**src/rtl/mem_stage.sv**
```systemverilog
// mem_stage: pipeline memory stage with load/store sizing, misalign detection and MEM/WB registers
module mem_stage #(
  parameter int XLEN = 32
) (
  input  logic            clk,
  input  logic            rst,
  input  logic            valid_mem,
  input  logic [XLEN-1:0] pc_mem,
  input  logic [XLEN-1:0] alu_mem,
  input  logic [XLEN-1:0] rs2_mem,
  input  logic [XLEN-1:0] instr_mem,
  input  logic [4:0]      rd_addr_mem,
  output logic            stall_mem,
  output logic [XLEN-1:0] forward_mem,
  output logic            dmem_req,
  output logic            dmem_we,
  output logic [XLEN-1:0] dmem_addr,
  output logic [XLEN-1:0] dmem_wdata,
  output logic [3:0]      dmem_be,
  input  logic            dmem_ack,
  input  logic [XLEN-1:0] dmem_rdata,
  output logic [XLEN-1:0] pc_wb,
  output logic [XLEN-1:0] alu_wb,
  output logic [XLEN-1:0] mem_wb,
  output logic [XLEN-1:0] instr_wb,
  output logic [4:0]      rd_addr_wb,
  output logic            valid_wb,
  output logic            misalign_wb
);
  typedef enum logic {IDLE, WAIT} state_t;
  state_t state, next_state;
  logic [2:0] f3;
  logic [1:0] a;
  logic is_ld, is_st, mis, mem_op;
  logic [XLEN-1:0] sh, ld_data;
  logic [3:0] st_be;
  assign f3 = instr_mem[14:12];
  assign a = alu_mem[1:0];
  assign is_ld = instr_mem[6:0] == 7'b0000011 && f3 != 3'b011 && f3 != 3'b110 && f3 != 3'b111;
  assign is_st = instr_mem[6:0] == 7'b0100011 && !f3[2] && f3 != 3'b011;
  assign mis = (f3[1:0] == 2'b01 && a[0]) || (f3[1:0] == 2'b10 && a != 2'b00);
  assign mem_op = valid_mem && (is_ld || is_st) && !mis;
  assign dmem_req = !rst && mem_op;
  assign stall_mem = dmem_req && !dmem_ack;
  assign forward_mem = alu_mem;
  assign dmem_addr = {alu_mem[XLEN-1:2], 2'b00};
  assign dmem_we = dmem_req && is_st;
  assign st_be = f3[1] ? 4'b1111 : f3[0] ? 4'b0011 << {a[1], 1'b0} : 4'b0001 << a;
  assign dmem_be = is_ld ? 4'b1111 : st_be;
  assign dmem_wdata = f3[1] ? rs2_mem : f3[0] ? {2{rs2_mem[15:0]}} : {4{rs2_mem[7:0]}};
  // one lane shifter serves both bytes and (aligned) halves
  assign sh = dmem_rdata >> {a, 3'b000};
  assign ld_data = f3[1] ? dmem_rdata :
                   f3[0] ? {{16{~f3[2] & sh[15]}}, sh[15:0]} : {{24{~f3[2] & sh[7]}}, sh[7:0]};
  always_comb begin
    next_state = stall_mem ? WAIT : IDLE;
  end
  always_ff @(posedge clk) begin
    if (rst) begin
      state       <= IDLE;
      pc_wb       <= '0;
      alu_wb      <= '0;
      mem_wb      <= '0;
      instr_wb    <= '0;
      rd_addr_wb  <= '0;
      valid_wb    <= 1'b0;
      misalign_wb <= 1'b0;
    end else begin
      state <= next_state;
      if (stall_mem) begin
        valid_wb <= 1'b0;
      end else begin
        pc_wb       <= pc_mem;
        alu_wb      <= alu_mem;
        instr_wb    <= instr_mem;
        rd_addr_wb  <= rd_addr_mem;
        valid_wb    <= valid_mem;
        misalign_wb <= valid_mem && (is_ld || is_st) && mis;
        mem_wb      <= (mem_op && is_ld) ? ld_data : '0;
      end
    end
  end
endmodule

```
**config.mk**
```make
export PLATFORM = sky130hd
export DESIGN_NAME = mem_stage
export DESIGN_NICKNAME = d
export VERILOG_FILES = /design/src/rtl/mem_stage.sv
export SDC_FILE = /design/constraint.sdc
export NUM_CORES = 1
export LEC_CHECK = 0
export ABC_CLOCK_PERIOD_IN_PS = 1900
export BUFFER_PORTS_ARGS = -buffer_cell sky130_fd_sc_hd__buf_2
export CAP_MARGIN = 20
export CORE_AREA = 2 2 158 160
export CTS_CLUSTER_SIZE = 24
export DETAILED_ROUTE_END_ITERATION = 7
export DIE_AREA = 0 0 160 162
export GPL_TIMING_DRIVEN = 0
export PLACE_DENSITY = 0.67
export RECOVER_POWER = 100
export SYNTH_ARGS = -nofsm -noshare
export SYNTH_HDL_FRONTEND = slang
export SYNTH_SLANG_ARGS = --single-unit
```
**constraint.sdc**
```tcl
create_clock -name clk -period 1.9 [get_ports clk]
set_clock_uncertainty 0.15 [all_clocks]
set_input_delay 0 -clock clk [delete_from_list [all_inputs] [get_ports clk]]
set_output_delay 0 -clock clk [all_outputs]
set_load 0.02 [all_outputs]
```
# Word-level counts from Yosys, hierarchy flattened
# Cells that the tools add are included.
[totals]
ff_bits = 135
input_bits = 169
output_inout_bits = 238
elab_cells = 50
[op_classes]
eq_ne = 7
n_shift = 3
mux = 8
n_bitwise = 3
n_reduce_logical = 22
[op_table]
columns = ["op", "n"]
rows = [
  ["2-to-1 mux 32 bit", 5],
  ["right shift 32 x 5 -> 16 bit", 1],
  ["logical AND 1 bit", 14],
  ["2-to-1 mux 4 bit", 3],
  ["== test 7 x 2 -> 1 bit (second input constant)", 1],
  ["== test 7 x 6 -> 1 bit (second input constant)", 1],
  ["!= test 3 bit (second input constant)", 2],
  ["zero test 1 bit", 4],
  ["<< shifter 1 x 2 -> 4 bit (first input constant)", 1],
  ["<< shifter 2 x 2 -> 4 bit (first input constant)", 1],
  ["!= test 3 x 2 -> 1 bit (second input constant)", 1],
  ["AND 1 bit", 2],
  ["== test 2 x 1 -> 1 bit (second input constant)", 1],
  ["== test 2 bit (second input constant)", 1],
  ["logical OR 1 bit", 2],
  ["nonzero test 2 bit", 1],
  ["OR reduction 2 bit", 1],
  ["inverter 1 bit", 1],
]

# Depth between registers and ports, before layout
[depth]
ltp_word = 10
ltp_mapped = 9
depth_no_buf = 5

# Worst setup path after synthesis
# No wires, ideal clock.
[synth_path]
kind = "input-to-reg"
from = "in instr_mem[2]"
to = "reg mem_wb[1]"
setup_time_ns = 0.101
arrival_ns = 1.684
t_required_ns = 1.649
setup_slack_ns = -0.035
cell_stages = 7
path_buffers = 2
path_cell_list = "nor4b_4 nand4_2 nor4b_2 clkbuf_1 clkbuf_1 nand2_1 o41ai_1"
[synth_between]
elab_chain_len = 9
word_cells_on_any_way = 14
classes_between = "eq/ne: 2; mux: 1; reduce/logical: 11"
[synth_lines]
columns = ["element", "line_no", "rtl"]
rows = [
  ["start: declaration", "11", "input logic [XLEN-1:0] instr_mem,"],
  ["== test 7 x 2 -> 1 bit", "39", "assign is_ld = instr_mem[6:0] == 7'b0000011 && f3 != 3'b011 && f3 != 3'b110 && f3 != 3'b111;"],
  ["logical AND 1 bit (3 in a row)", "39", ""],
  ["logical OR 1 bit (*)", "42", "assign mem_op = valid_mem && (is_ld || is_st) && !mis;"],
  ["logical AND 1 bit (*) (2 in a row)", "42", ""],
  ["logical AND 1 bit (*)", "43", "assign dmem_req = !rst && mem_op;"],
  ["logical AND 1 bit (*)", "44", "assign stall_mem = dmem_req && !dmem_ack;"],
  ["via stall_mem", "13", "output logic stall_mem,"],
  ["end signal: assignment", "79", "mem_wb <= (mem_op && is_ld) ? ld_data : '0;"],
  ["end: declaration", "24", "output logic [XLEN-1:0] mem_wb,"],
]
# Mark *: on every way through the listed nets, which the timed path passes. The rest lies on a longest branch.
# A chain may end at the register's enable or synchronous reset.

# Worst setup path after layout
[layout_path]
from = "in alu_mem[1]"
to = "reg mem_wb[30]"
[layout_between]
elab_chain_len = 7
word_cells_on_any_way = 14
classes_between = "shift: 1; mux: 3; bitwise: 2; reduce/logical: 8"
[layout_lines]
columns = ["element", "line_no", "rtl"]
rows = [
  ["start: declaration", "9", "input logic [XLEN-1:0] alu_mem,"],
  ["parallel branches: the longest is 7 deep, another holds right shift 32 x 5 -> 16 bit", "--", ""],
]
# Parallel ways; which one is timed is not known.

==> flow_summary.ini <==
[outcome]
status = complete, no violations

[logic_synthesis]
synth-edff-count = 0
synth_top_cell_by_area = dfxtp_1
netlist_area_um2 = 6550
synth_common_cells = 137 x nand2_1, 135 x dfxtp_1, 114 x o21ai_0, 108 x nand2b_1, 72 x buf_4
postSynth.asyncResetShare_pct = 0
yosysUniqueCellTypes = 41
synth_seq_area_share_pct = 41.3
yosysWarnings = 0
ys.flop_type = dfxtp_1
syn_avg_cell_area_um2 = 8.16
syn_inst = 803
synth.top_cell.area_share_pct = 41.3
synth_most_common_cell = nand2_1
ys_ff_latch = 135
synth_area_leaders = dfxtp_1 41%, nand2b_1 10%, o21ai_0 8.7%

[timing]
max_freq_mhz = 542
rsz0062_at_grt = true
worst_pin_slew_ns = 0.693
setup_ws_ns = 0.0537
hold_ws_ns = 0.0932
setup_viol = 0
drv_slew = 0
finalCriticalPeriod_ns = 1.85
finalCritPeriodShare_pct = 97.2
relSlewSlack_pct = 53.8
timing_hold_violations_final = 0

[drt]
routed-via-count = 7669
avgRoutedWirePerCell_um = 16.4
drt.antenna.violating_nets = 0
dr.pass1.iters = 5
drtIter0Drc = 448
remaining_drc_errors = 0
finalWirelength_mm = 28.0
routed_via_density = 4.49

[final_layout]
syn_to_final_growth_pct = 65.1
multi_input_area_um2 = 3060
antennaDiodeCount = 0
fin_util_pct = 44.9
design_area_um2 = 10800
finalNetCount = 1540
regArea_um2 = 2700
drive_above_1_share_pct = 25.9
n_fill_cell = 2490

[critical_path]
r2r_setup_slack_ns = 1.09
endpoint_kind = flip-flop
r2r-end = mem_wb[21]
worstPathMaxFanout = 10
cp.required_ns = 2.11
r2r-start = mem_wb[21]
startpoint_type = input pin
reg2reg_depth = 1
cp_data_arrival_time_ns = 2.05
crit_type = in -> reg

[min_path]
hp-start = dmem_ack
holdPathEnd = alu_wb[31]
whs_path_depth = 4
hold_path.class = in -> reg

[power_and_ir_drop]
finalPower_uw = 7740
internal-power_uw = 5360
vdd_drop_max_v = 0.000440
clkPwrFrac_pct = 41.2
cellLeakagePower_uw = 0.00449
p_sw_uw = 2380
p_sw_share_pct = 30.7
p_comb_share_pct = 19.9
seqPwrFrac_pct = 38.9
powerDensity_nw_per_um2 = 716

[clock_network]
cts_htree_levels = 4
ctsLongestPathBuffers = 2
cts.sinks = 135
cts_buffers = 17
clk_latency_ns = 0.42
root_buffer = clkbuf_16
cts_tree = built
clkTransAtPathRegs_ns = 0.06

[grt]
grt_start_max_net_pins = 17
grt_use_total_pct = 20.7
grt-ovfl-total = 0
grt_pass1_wl_mm = 41.8
grt_pass1_vias = 7575
antenna_found_initial = 1

[floorplan]
die_width_um = 160
std_cell_rows = 57
initial_utilization_pct = 27.2
coreArea_um2 = 24100
die_y_um = 162
ios = 407
die_area_um2 = 25900

[placement]
io_buffer_count = 403
gp_congestion = 0.887
place_ws_ns = -1.03
place_hpwl_mm = 20.0
place_area_um2 = 8990

[run]
drv_cap = 0
area by class of cell:
class                   instances  share of cell area [%]
well taps                     324                    3.75
multi-input cells             523                    28.3
clock buffers                  18                    3.97
plain buffers                 130                    7.74
repair buffers                548                    29.5
clock inverters                14                    1.18
inverters                      16                   0.555
flip-flops and latches        135                    25.0
power by group through the flow:
stage               Clock, µW  Combinational (µW)  Sequential (µW)
floorplan                   0                 628             3210
global placement            0                1340             3060
detailed placement          0                1350             3070
CTS                      3260                1580             3000
global route             3390                1650             3020
finish                   3190                1540             3010
cells in the final DEF, fill, tap and decap left out, types with 6 or more instances in the layout:
master and instances:
clkbuf_1 239, buf_2 193, nand2_1 137, dfxtp_1 135, dlygate4sd3_1 134, o21ai_0 114
nand2b_1 108, buf_4 89, a21oi_1 33, clkbuf_16 17, inv_1 16, mux2i_1 16
a32o_1 16, mux2_2 15, clkbuf_2 14, nor2b_1 10, or4_1 9, nor2_1 7
or3_1 7, o22ai_1 7, o32ai_1 7, nor3b_1 6, inv_6 6
worst max-delay path by stage:
stage / from / endpoint / depth (start not counted)
4_1_cts: instr_mem[2] / mem_wb[30] / 8
2_1_floorplan: instr_mem[2] / mem_wb[13] / 7
6_report: alu_mem[1] / mem_wb[30] / 8
3_3_place_gp: alu_mem[1] / mem_wb[6] / 8
5_1_grt: alu_mem[1] / mem_wb[21] / 8
3_5_place_dp: instr_mem[2] / mem_wb[10] / 8
stage by stage:
step                instances  setup TNS [ns]
floorplan                 804               0
global placement         1531         -125.86
detailed placement       1531         -121.42
CTS                      1702           -1.12
global route             1708          -0.538
finish                   1708               0
metal layers:
| metal | up-vias | routed length, µm | global-route usage [%] |
|---|---|---|---|
| li1 | 3783 | - | - |
| met1 | 3591 | 11900 | 24.9 |
| met2 | 260 | 14100 | 37.3 |
| met3 | 33 | 1550 | 5.03 |
| met4 | 2 | 391 | 4.95 |
| met5 | - | 13 | 0 |
flip-flops by register name, summed over array words and instances (netlist names):
name / flops
alu_wb: 32
rd_addr_wb: 5
instr_wb: 32
misalign_wb: 1
mem_wb: 32
valid_wb: 1
pc_wb: 32
cell families after synthesis:
group	share of synthesized area (%)
other	0.0572
multiplexers	5.19
buffers and inverters	12.8
flip-flops	41.3
AO/OA/AOI/OAI	16.6
AND/OR/NAND/NOR	24.0
worst max-delay path, stage by stage:
cell and delay (ns):
buf_2 0.13, buf_2 0.24, mux2i_1 0.16, a21oi_1 0.16, a21oi_1 0.07, o31ai_2 0.58, clkbuf_1 0.46, a32o_1 0.25
what timing repair did:
item | in CTS | in global routing
hold endpoints to repair | 132 | 0
hold buffers | 134 | 0
resized for setup | 27 | 22
setup endpoints to repair | 155 | 137
pin swaps | 3 | 4
setup buffers | 5 | 6
Power figures use the tool's default switching activity.
